### config.mk
export PLATFORM = sky130hd
export DESIGN_NAME = io_port_unit
export DESIGN_NICKNAME = d
export VERILOG_FILES = /design/src/rtl/io_pkg.sv /design/src/rtl/io_fifo.sv /design/src/rtl/io_port_unit.sv
export SDC_FILE = /design/constraint.sdc
export NUM_CORES = 1
export LEC_CHECK = 0
export BUFFER_PORTS_ARGS = -buffer_cell sky130_fd_sc_hd__buf_2
export CAP_MARGIN = 25
export CELL_PAD_IN_SITES_DETAIL_PLACEMENT = 0
export CELL_PAD_IN_SITES_GLOBAL_PLACEMENT = 2
export CORE_MARGIN = 4
export CORE_UTILIZATION = 36
export DETAILED_ROUTE_END_ITERATION = 16
export HOLD_SLACK_MARGIN = 0.1
export PLACE_DENSITY = 0.73
export SLEW_MARGIN = 10
export SYNTH_ARGS = -nofsm -noshare
export SYNTH_HDL_FRONTEND = slang
export SYNTH_HIERARCHICAL = 1
export SYNTH_SLANG_ARGS = --single-unit
### constraint.sdc
create_clock -name clk -period 5.1 [get_ports clk]
set_clock_uncertainty 0.15 [all_clocks]
set_input_delay 0.255 -clock clk [delete_from_list [all_inputs] [get_ports clk]]
set_output_delay 0.255 -clock clk [all_outputs]
set_load 0.05 [all_outputs]
### src/rtl/io_pkg.sv
// Shared widths, defaults and output-path state encoding for the terminal I/O stage.
package io_pkg;
  localparam int IO_DATA_W             = 8;
  localparam int IO_FIFO_DEPTH_DEFAULT = 4;

  typedef enum logic {
    OUT_IDLE = 1'b0,
    OUT_BUSY = 1'b1
  } out_state_t;
endpackage

### src/rtl/io_fifo.sv
// Synchronous circular FIFO with head-of-queue output; DEPTH must be a power of two.
module io_fifo
  import io_pkg::*;
#(
  parameter int DEPTH = IO_FIFO_DEPTH_DEFAULT,
  parameter int W     = IO_DATA_W
) (
  input  logic                     clk,
  input  logic                     rst,
  input  logic                     push,
  input  logic [W-1:0]             push_data,
  input  logic                     pop,
  output logic [W-1:0]             head,
  output logic [$clog2(DEPTH):0]   count,
  output logic                     full,
  output logic                     empty
);
  localparam int PTR_W = $clog2(DEPTH);
  localparam int CNT_W = PTR_W + 1;

  logic [W-1:0]     mem [DEPTH];
  logic [PTR_W-1:0] wr_ptr;
  logic [PTR_W-1:0] rd_ptr;
  logic             do_push;
  logic             do_pop;

  assign full    = (count == CNT_W'(DEPTH));
  assign empty   = (count == '0);
  assign do_push = push & ~full;
  assign do_pop  = pop & ~empty;
  assign head    = mem[rd_ptr];

  // Pointers wrap naturally because DEPTH is a power of two.
  always_ff @(posedge clk) begin
    if (rst) begin
      wr_ptr <= '0;
      rd_ptr <= '0;
      count  <= '0;
    end else begin
      if (do_push) wr_ptr <= wr_ptr + PTR_W'(1);
      if (do_pop)  rd_ptr <= rd_ptr + PTR_W'(1);
      case ({do_push, do_pop})
        2'b10:   count <= count + CNT_W'(1);
        2'b01:   count <= count - CNT_W'(1);
        default: count <= count;
      endcase
    end
  end

  // Storage contents are don't-care after reset, so no reset branch here.
  always_ff @(posedge clk) begin
    if (do_push) mem[wr_ptr] <= push_data;
  end
endmodule

### src/rtl/io_port_unit.sv
// Terminal I/O stage: keyboard buffer feeding INPR, printer register OUTR with FGO,
// and the IEN interrupt-enable flop with its interrupt request.
//
//   state    | meaning
//   OUT_IDLE | OUTR free, FGO=1, waiting for an OUT instruction
//   OUT_BUSY | OUTR holds a character, prn_valid=1, waiting for the printer
module io_port_unit
  import io_pkg::*;
#(
  parameter int FIFO_DEPTH = IO_FIFO_DEPTH_DEFAULT
) (
  input  logic                 clk,
  input  logic                 rst,
  input  logic [IO_DATA_W-1:0] kbd_data,
  input  logic                 kbd_valid,
  output logic                 kbd_ready,
  input  logic                 inp_read,
  output logic [IO_DATA_W-1:0] INPR,
  output logic                 FGI,
  input  logic [IO_DATA_W-1:0] out_data,
  input  logic                 out_write,
  output logic [IO_DATA_W-1:0] OUTR,
  output logic                 FGO,
  output logic                 prn_valid,
  input  logic                 prn_ready,
  input  logic                 ion,
  input  logic                 iof,
  input  logic                 irq_ack,
  output logic                 IEN,
  output logic                 irq
);
  logic [IO_DATA_W-1:0]          kbd_head;
  logic [$clog2(FIFO_DEPTH):0]   kbd_count;
  logic                          kbd_full;
  logic                          kbd_empty;
  out_state_t                    out_state;

  io_fifo #(
    .DEPTH (FIFO_DEPTH),
    .W     (IO_DATA_W)
  ) u_kbd_fifo (
    .clk       (clk),
    .rst       (rst),
    .push      (kbd_valid),
    .push_data (kbd_data),
    .pop       (inp_read),
    .head      (kbd_head),
    .count     (kbd_count),
    .full      (kbd_full),
    .empty     (kbd_empty)
  );

  assign kbd_ready = ~kbd_full;
  assign FGI       = (kbd_count != '0);
  assign INPR      = kbd_empty ? '0 : kbd_head;

  always_ff @(posedge clk) begin
    if (rst) begin
      out_state <= OUT_IDLE;
      OUTR      <= '0;
    end else begin
      case (out_state)
        OUT_IDLE: begin
          if (out_write) begin
            OUTR      <= out_data;
            out_state <= OUT_BUSY;
          end
        end
        OUT_BUSY: begin
          if (prn_ready) out_state <= OUT_IDLE;
        end
        default: out_state <= OUT_IDLE;
      endcase
    end
  end

  assign FGO       = (out_state == OUT_IDLE);
  assign prn_valid = (out_state == OUT_BUSY);

  // A clear in the same cycle as ION wins, so an interrupt cycle can never re-arm itself.
  always_ff @(posedge clk) begin
    if (rst)                 IEN <= 1'b0;
    else if (iof | irq_ack)  IEN <= 1'b0;
    else if (ion)            IEN <= 1'b1;
  end

  assign irq = IEN & (FGI | FGO);
endmodule
### Word level (Yosys, flattened, before mapping)

Memories as Yosys holds them, arrays and structs flattened. A register that Yosys moved wholly into a read port is not among the register bits.
Cells that the tools add are included.

| operators by class | value |
|---|---|
| add/subtract/negate cells | 4 |
| multiply operators | 0 |
| div/mod/pow operators | 0 |
| order comparisons | 0 |
| eq/ne operators | 3 |
| shift-type cells | 0 |
| mux-type cells | 9 |
| bitwise gates (word level) | 8 |
| reduce and logical (&&, ||, !) cells | 5 |

Operators with widths:

| operator | number |
|---|---|
| 8-bit two-way mux | 1 |
| 3-bit case mux with 2 select lines | 1 |
| 2-bit by 1-bit adder with 2-bit output, second input constant | 2 |
| 1-bit two-way mux | 4 |
| 2-bit two-way mux | 2 |
| 3-bit by 1-bit adder with 3-bit output, second input constant | 1 |
| 1-bit AND | 3 |
| 3-bit == test, second input constant | 1 |
| 3-bit logical NOT | 1 |
| 1-bit inverter | 3 |
| 3-bit nonzero test | 1 |
| 3-bit by 1-bit subtractor with 3-bit output, second input constant | 1 |
| 2-bit by 1-bit == test with 1-bit output, second input constant | 1 |
| 2-bit == test, second input constant | 1 |
| 1-bit bitwise OR | 2 |
| 1-bit case mux with 2 select lines | 1 |
| 2-bit AND reduction | 1 |
| 2-bit nonzero test | 1 |
| 2-bit OR reduction | 1 |

| storage, ports and cells | value |
|---|---|
| register bits after elaboration | 17 |
| latch bits | 0 |
| RAM bits | 32 |
| bits in read-only memories | 0 |
| input bits | 25 |
| output and inout bits | 22 |
| logic and storage cells | 36 |
| memories kept | 1 |

Memories:

| name | depth | width | read ports | clocked after memory_dff | wr ports | line | text |
|---|---|---|---|---|---|---|---|
| u_kbd_fifo.mem | 4 | 8 | 1 | 1 | 1 | io_fifo.sv:21 | `logic [W-1:0] mem [DEPTH];` |

### Logic depth before layout (Yosys ltp)

Gate-level depths: netlist of the first run.

| depth | value |
|---|---|
| depth after elaboration | 5 |
| mapped depth | 9 |
| gate-level depth less buffers | 9 |

### Modules after synthesis

Netlist of the first run, hierarchy kept.

By module, submodules not included:

| module | instances | cells each | area an instance (um^2) | seq. area each (um^2) |
|---|---|---|---|---|
| io_fifo | 1 | 96 | 1630.3 | 1141.1 |
| io_port_unit | 1 | 53 | 533.0 | 200.2 |

### Least setup slack after synthesis of the first run

No wires, ideal clock.

| timing path | value |
|---|---|
| path kind | reg-to-reg |
| from | reg u_kbd_fifo.count[2] |
| to | reg u_kbd_fifo.count[2] |
| arrival time | 1.922 ns |
| required time | 4.880 ns |
| path slack | 2.958 ns |
| cell stages (with the launch flop) | 10 |
| path buffers | 0 |
| period minus slack after synthesis | 2.142 ns |
| cells stage by stage | dfxtp_1 nor3b_2 nor2_1 inv_1 ha_1 inv_1 fa_1 xor2_1 or3_1 a21oi_1 |

| between the ends | value |
|---|---|
| cells in the longest elaborated chain, start to end | 5 |
| elaborated cells on any way between the ends | 12 |
| classes of those cells | add/sub (2); eq/ne (3); mux (1); bitwise (4); reduce/logical (2) |

Ends and longest elaborated chain:

| element | line | text |
|---|---|---|
| start, declared | io_fifo.sv:14 | `output logic [$clog2(DEPTH):0] count,` |
| start signal, assigned | io_fifo.sv:43 | `2'b10: count <= count + CNT_W'(1);` |
| start signal, assigned | io_fifo.sv:44 | `2'b01: count <= count - CNT_W'(1);` |
| start signal, assigned | io_fifo.sv:45 | `default: count <= count;` |
| 3-bit == test (*) | io_fifo.sv:27 | `assign full = (count == CNT_W'(DEPTH));` |
| via kbd_full | io_port_unit.sv:34 | `logic kbd_full;` |
| 1-bit inverter (*) | io_fifo.sv:29 | `assign do_push = push & ~full;` |
| 1-bit AND (*) | io_fifo.sv:29 |  |
| 2-bit by 1-bit == test with 1-bit output / 2-bit == test (equally long branches) | io_fifo.sv:42 | `case ({do_push, do_pop})` |
| 3-bit case mux with 2 select lines / 2-bit nonzero test (equally long branches) | n/a |  |

Mark *: on every way through the listed nets, which the timed path passes. The rest lies on a longest branch.
A chain may end at the register's enable or synchronous reset.

### Final worst setup path of the first run

Same ends and word-level chain as after synthesis.

==> results_dict.tcl, run 1 <==
set metrics [dict create \
    vdd_ir_drop_max_mv 0.248 \
    full_die_area_um2 7310 \
    worstSkewPairLatency_ns 0.30 \
    cts.path.max_buffers 2 \
    ios 47 \
    floorplan.die.height_um 85.5 \
    gr-usage-all-layers 0.124 \
    rsz0062_at_grt "false" \
    drive_above_1_share 0.338 \
    grt_start_max_net_pins 28 \
    outcome "finished, final reports clean" \
    ant_nets 0 \
    crit_path_frequent_cell "inv_1" \
    grt_pass1_vias 1442 \
    synthesized_net_count 180 \
    synth_seq_area_share 0.620 \
    placementRows 27 \
    timing.critical_path.fanout_max 6 \
    hp-class "in -> reg" \
    powerDensity_nw_per_um2 441 \
    min_delay_path_depth 3 \
    post_synth_mux_area_share 0.0879 \
    compound_gate_portion_of_the_synthesized_area 0.0590 \
    synth.ff_latch_count 51 \
    placement.cell_area_um2 2460 \
    final.period_utilization 0.467 \
    numPortBuffers 46 \
    gpl.final_weighted_congestion 0.691 \
    timing.final.crit_period_ns 2.38 \
    finalMaxSlewViolations 0 \
    hold_viol_final 0 \
    worstPathRequired_ns 5.18 \
    arrival_ns 2.46 \
    clock_transition_at_path_regs_ns 0.09 \
    cts-root-buf "clkbuf_8" \
    num_vias 1346 \
    timing.critical_path.to_type "register" \
    worst-setup-path-type "reg -> reg" \
    worst-slew-pin-transition_ns 0.755 \
    synth_enable_flop_cells 32 \
    drv.max_cap_violation_count 0 \
    avgViaCountPerCell 4.67 \
    async_flop_share 0 \
    main_combinational_cell_family_by_area_after_synthesis "simple AND/OR/NAND/NOR gates" \
    detailedRoute.firstPassIterationCount 3 \
    insertedDiodeCount 0 \
    setup_viol_count_final 0 \
    leakagePower_nw 1.04 \
    synth_area_per_cell_um2 14.5 \
    tns_ns 0 \
    remaining_drc_errors 0 \
    cts.repair_timing.setup_buffer_count 0 \
    worstSetupStartpointType "register" \
    wirelength_um 4110 \
    cell_variety_after_synth 30 \
    slew_headroom 0.494 \
    dp_hpwl_um 2920 \
    rr_worst_depth 9 \
    die_w_um 85.5 \
    cts_tree "done" \
    grt_pass1_wl_um 7040 \
    number_of_antenna_violations_at_the_first_check_in_global_routing 0 \
    slowest_stage "dfxtp_1" \
    f_max_mhz 420 \
    initial_cell_density_of_the_core 0.381 \
    timing.critical_path.slowest_cell_delay_ns 0.43 \
    prevailing_post_synth_register_cell "edfxtp_1" \
    clock-sinks 51 \
    yosys.area_share.simple 0.153 \
    adder_and_majority_gate_portion_of_the_synthesized_area 0.0382 \
    dr.first_iter.drc_count 44 \
    clock_tree.htree_level_count 2 \
    layout.nets 246 \
    final_area_um2 2730 \
    area_of_the_mapped_netlist_um2 2160 \
    ctsResizeCount 0 \
    grt_overflow 0 \
    core_area_um2 5680 \
    yosys_warnings 6 \
    crit_path_cell_chain "nor3b_2, nor2_1, inv_1, ha_1, inv_1, fa_1, xor2_1, or3_1, a21oi_1" \
    synth_xor_area_frac 0.0121 \
    routed_wire_length_per_instance_um 14.3 \
    number_of_instances_in_the_synthesized_netlist 149 \
    flow.area_growth_from_synthesis_pct 26.0 \
    cts-buffers-inserted 5 \
]
metrics by stage:
step / instances / util / power (mW) / hold slack (ns) / setup WS, ns
6_report: 288 / 0.480 / 1.20 / 0.113 / 2.72
5_1_grt: 288 / 0.480 / 1.27 / 0.129 / 2.53
4_1_cts: 288 / 0.480 / 1.22 / 0.111 / 2.68
3_5_place_dp: 262 / 0.433 / 0.986 / 0.288 / 2.74
3_3_place_gp: 262 / 0.433 / 0.975 / 0.268 / 2.84
2_1_floorplan: 149 / - / 0.882 / 0.183 / 2.96
power breakdown:
group	total, mW	switching (mW)	leakage (nW)	internal [mW]
Clock	0.223	0.128	0.0418	0.0957
Combinational	0.443	0.285	0.550	0.158
Sequential	0.536	0.0494	0.450	0.487
critical path, delay by kind of cell (launching register included):
family / cells / cell delay, ns
and+or+nand+nor: 3 / 0.73
DFF: 1 / 0.43
buffers and inverters: 2 / 0.14
adders and majority gates: 2 / 0.56
AOI/OAI and AO/OA: 1 / 0.15
xor gates and xnor gates: 1 / 0.16
final timing paths:
kind                                         start                               end  slack (ns)
setup / recovery  u_kbd_fifo/count[2]$_SDFFE_PP0P_  u_kbd_fifo/count[2]$_SDFFE_PP0P_        2.72
setup reg to reg  u_kbd_fifo/count[2]$_SDFFE_PP0P_  u_kbd_fifo/count[2]$_SDFFE_PP0P_        2.72
hold reg to reg               OUTR[7]$_SDFFE_PP0P_              OUTR[7]$_SDFFE_PP0P_        0.33
hold / removal                         out_data[1]              OUTR[1]$_SDFFE_PP0P_        0.11
kinds of logic (layout without fill, tap and decap cells):
kind of cell / after synthesis / count (layout)
and+or+nand+nor: 47 / 47
buffers and inverters: 15 / 82
AOI/OAI and AO/OA: 18 / 18
adders and majority gates: 6 / 6
xor gates and xnor gates: 3 / 3
DFF: 51 / 51
muxes: 9 / 9
cell usage after synthesis (all sizes together) (3+ instances only):
library cell | count | share of area
o21ai | 11 | 0.039
dfxtp | 19 | 0.18
and2 | 4 | 0.012
a21oi | 4 | 0.0093
inv | 10 | 0.017
xor2 | 3 | 0.012
nand2b | 10 | 0.029
nor2 | 8 | 0.014
buf | 4 | 0.011
nor2b | 8 | 0.023
mux4 | 8 | 0.083
or3 | 4 | 0.014
nand4bb | 8 | 0.042
edfxtp | 32 | 0.44
ha | 5 | 0.029
registers in the layout, indices dropped and copies added, names as in the netlist, named ones only:
register	flops
u_kbd_fifo/rd_ptr	2
u_kbd_fifo/wr_ptr	2
OUTR	8
u_kbd_fifo/count	3
u_kbd_fifo/mem	32
IEN	1
prn_valid	1
layout by cell type, fill, tap and decap left out, types with 3 or more instances in the layout:
cell           netlist  final
and2_1               4      4
or3_1                3      3
clkbuf_8             0      5
inv_1               10     10
ha_1                 5      5
buf_2                1     46
nand2b_1            10     10
o21ai_0              3      3
o21ai_2              8      8
edfxtp_1            32     32
dfxtp_1             19     19
xor2_1               3      3
nor2b_1              8      8
mux4_2               8      8
nand4bb_1            8      8
dlygate4sd3_1        0     18
a21oi_1              4      4
nor2_1               8      8
timing repair:
action	CTS	global route
endpoints found under the setup margin	0	0
hold endpoints to repair	41	0
hold buffers	18	0
layer usage:
layer  part of all wire  global-route usage  wire [um]
met4              0.012              0.0388         48
met2               0.51               0.209       2080
met3              0.050              0.0336        204
met1               0.43               0.154       1780
met5                  0                   0          0
area by class of cell:
| class | instances | area, um^2 |
|---|---|---|
| Multi-Input combinational cell | 83 | 757 |
| Sequential cell | 51 | 1340 |
| Clock buffer | 5 | 68.8 |
| Tap cell | 72 | 90.1 |
| Timing Repair Buffer | 64 | 410 |
| Inverter | 10 | 37.5 |
| Clock inverter | 3 | 20.0 |
| Fill cell | 536 | 2950 |
Power figures use the tool's default switching activity.
==> inputs of run 2 (changes only) <==
Clock period 5.1 ns to 2.4 ns, I/O delays scaled along.
==> run 2 against run 1 <==
- count of clock-buffer cells in the layout stayed put
- die area stayed put
- design area is 7.1% higher
- sequential power is 110% higher
- critical path type unchanged
- largest cell class unchanged
==> results_dict.tcl, run 2 (synthesis results as in run 1) <==
set metrics [dict create \
    cts.path.max_buffers 2 \
    drv.max_cap_violation_count 0 \
    grt_pass1_vias 1486 \
    clock-sinks 51 \
    arrival_ns 2.36 \
    clock_transition_at_path_regs_ns 0.10 \
    detailedRoute.firstPassIterationCount 4 \
    grt_pass1_wl_um 6900 \
    tns_ns 0 \
    grt_start_max_net_pins 28 \
    final_core_utilization 0.514 \
    outcome "finished, final reports clean" \
    rsz0062_at_grt "false" \
    cts_tree "done" \
    clock_tree.htree_level_count 2 \
    worstSetupStartpointType "register" \
    timing.critical_path.fanout_max 6 \
    grt_overflow 0 \
    layout.nets 263 \
    worst-setup-path-type "reg -> reg" \
    drive_above_1_share 0.348 \
    detail_route.wirelength.met1_um 1810 \
    met3RoutedLength_um 193 \
    num_vias 1422 \
    ant_nets 0 \
    cts-root-buf "clkbuf_8" \
    top_regs "u_kbd_fifo/mem: 32 flops, OUTR: 8 flops, u_kbd_fifo/count: 3 flops" \
    hold_viol_final 0 \
    vdd_ir_drop_max_mv 0.433 \
    finalMaxSlewViolations 0 \
    dp_hpwl_um 2810 \
    worstSkewPairLatency_ns 0.30 \
    registers.top_by_ff_count "u_kbd_fifo/mem" \
    gr-usage-all-layers 0.121 \
    cts-buffers-inserted 5 \
    dr.first_iter.drc_count 72 \
    hp-class "in -> reg" \
    total_power_mw 2.66 \
    timing.final.crit_period_ns 2.27 \
    wirelength_um 4210 \
    timing.critical_path.to_type "register" \
    remaining_drc_errors 0 \
    ios 47 \
    leakagePower_nw 1.11 \
    detailroute.wirelength.met2_um 2140 \
    floorplan.die.height_um 85.5 \
    die_w_um 85.5 \
    core_area_um2 5680 \
    gpl.final_weighted_congestion 0.691 \
    layout_common_cells "buf_2 (46), dlygate4sd3_1 (32), edfxtp_1 (32), dfxtp_1 (16)" \
    f_max_mhz 440 \
    layout.cells.most_common "buf_2" \
    slew_headroom 0.504 \
    powerDensity_nw_per_um2 913 \
    avgViaCountPerCell 4.66 \
    initial_cell_density_of_the_core 0.381 \
    routed_wire_length_per_instance_um 13.8 \
    placementRows 27 \
    final.period_utilization 0.947 \
    worstPathRequired_ns 2.48 \
    insertedDiodeCount 0 \
    setup_viol_count_final 0 \
    flow.area_growth_from_synthesis_pct 34.9 \
    numPortBuffers 46 \
    max_ffs_per_register 32 \
    routed.top_layer "met4" \
    number_of_antenna_violations_at_the_first_check_in_global_routing 0 \
    worst-slew-pin-transition_ns 0.741 \
    full_die_area_um2 7310 \
]
-- run 2: changes by cell type in the layout (fill, tap and decap cells not counted), moves of 2 or more --
| cell | before | now |
|---|---|---|
| dlygate4sd3_1 | 18 | 32 |
| dfxtp_1 | 19 | 16 |
| dfxtp_4 | 0 | 2 |
| buf_4 | 0 | 3 |
-- run 2: repair_timing --
action                     in CTS  in global routing
gates resized for setup         1                  7
setup endpoints to repair       1                  1
hold endpoints to repair       51                  0
buffers inserted                0                  2
pin swaps                       0                  1
hold buffers                   32                  0
-- run 2: metrics by stage --
step	worst slack (ns)	hold WS, ns	instances	area [um^2]
floorplan	0.258	0.0481	149	2160
global placement	0.145	0.134	263	2460
detailed placement	0.000698	0.139	263	2460
CTS	0.00846	0.223	303	2890
global route	0.00992	0.243	305	2920
finish	0.126	0.234	305	2920
-- run 2: worst paths after layout --
| kind | slack (ns) | to | startpoint | cells after the start |
|---|---|---|---|---|
| setup / recovery | 0.13 | u_kbd_fifo/count[2]$_SDFFE_PP0P_ | u_kbd_fifo/count[0]$_SDFFE_PP0P_ | 9 |
| hold / removal | 0.23 | OUTR[0]$_SDFFE_PP0P_ | out_write | 3 |
| setup reg to reg | 0.13 | u_kbd_fifo/count[2]$_SDFFE_PP0P_ | u_kbd_fifo/count[0]$_SDFFE_PP0P_ | 9 |
| hold reg to reg | 0.33 | OUTR[3]$_SDFFE_PP0P_ | OUTR[3]$_SDFFE_PP0P_ | 2 |
-- run 2: metal layers --
layer / GRT usage / up-vias
li1: - / 707
met1: 0.143 / 675
met2: 0.213 / 35
met3: 0.0240 / 5
met4: 0.0518 / 0
met5: 0 / -
-- run 2: layout make-up --
class	count	area, um^2
multi-input combinational	83	771
tap	72	90.1
sequential	51	1350
inverter	10	37.5
timing repair buffer	81	573
clock buffer	5	68.8
fill	508	2760
clock inverter	3	27.5
-- run 2: critical path, stage by stage (launching register included) --
cell and delay [ns]:
dfxtp_2 0.38, nor3b_4 0.28, nor2_4 0.08, inv_1 0.06, ha_1 0.17, inv_1 0.06, fa_1 0.38, xor2_1 0.17
or3_1 0.31, a21oi_1 0.16
-- run 2: where the power goes --
group | switching [mW] | internal, mW | total [mW]
sequential | 0.0791 | 1.04 | 1.12
clock | 0.304 | 0.216 | 0.520
combinational | 0.646 | 0.379 | 1.02
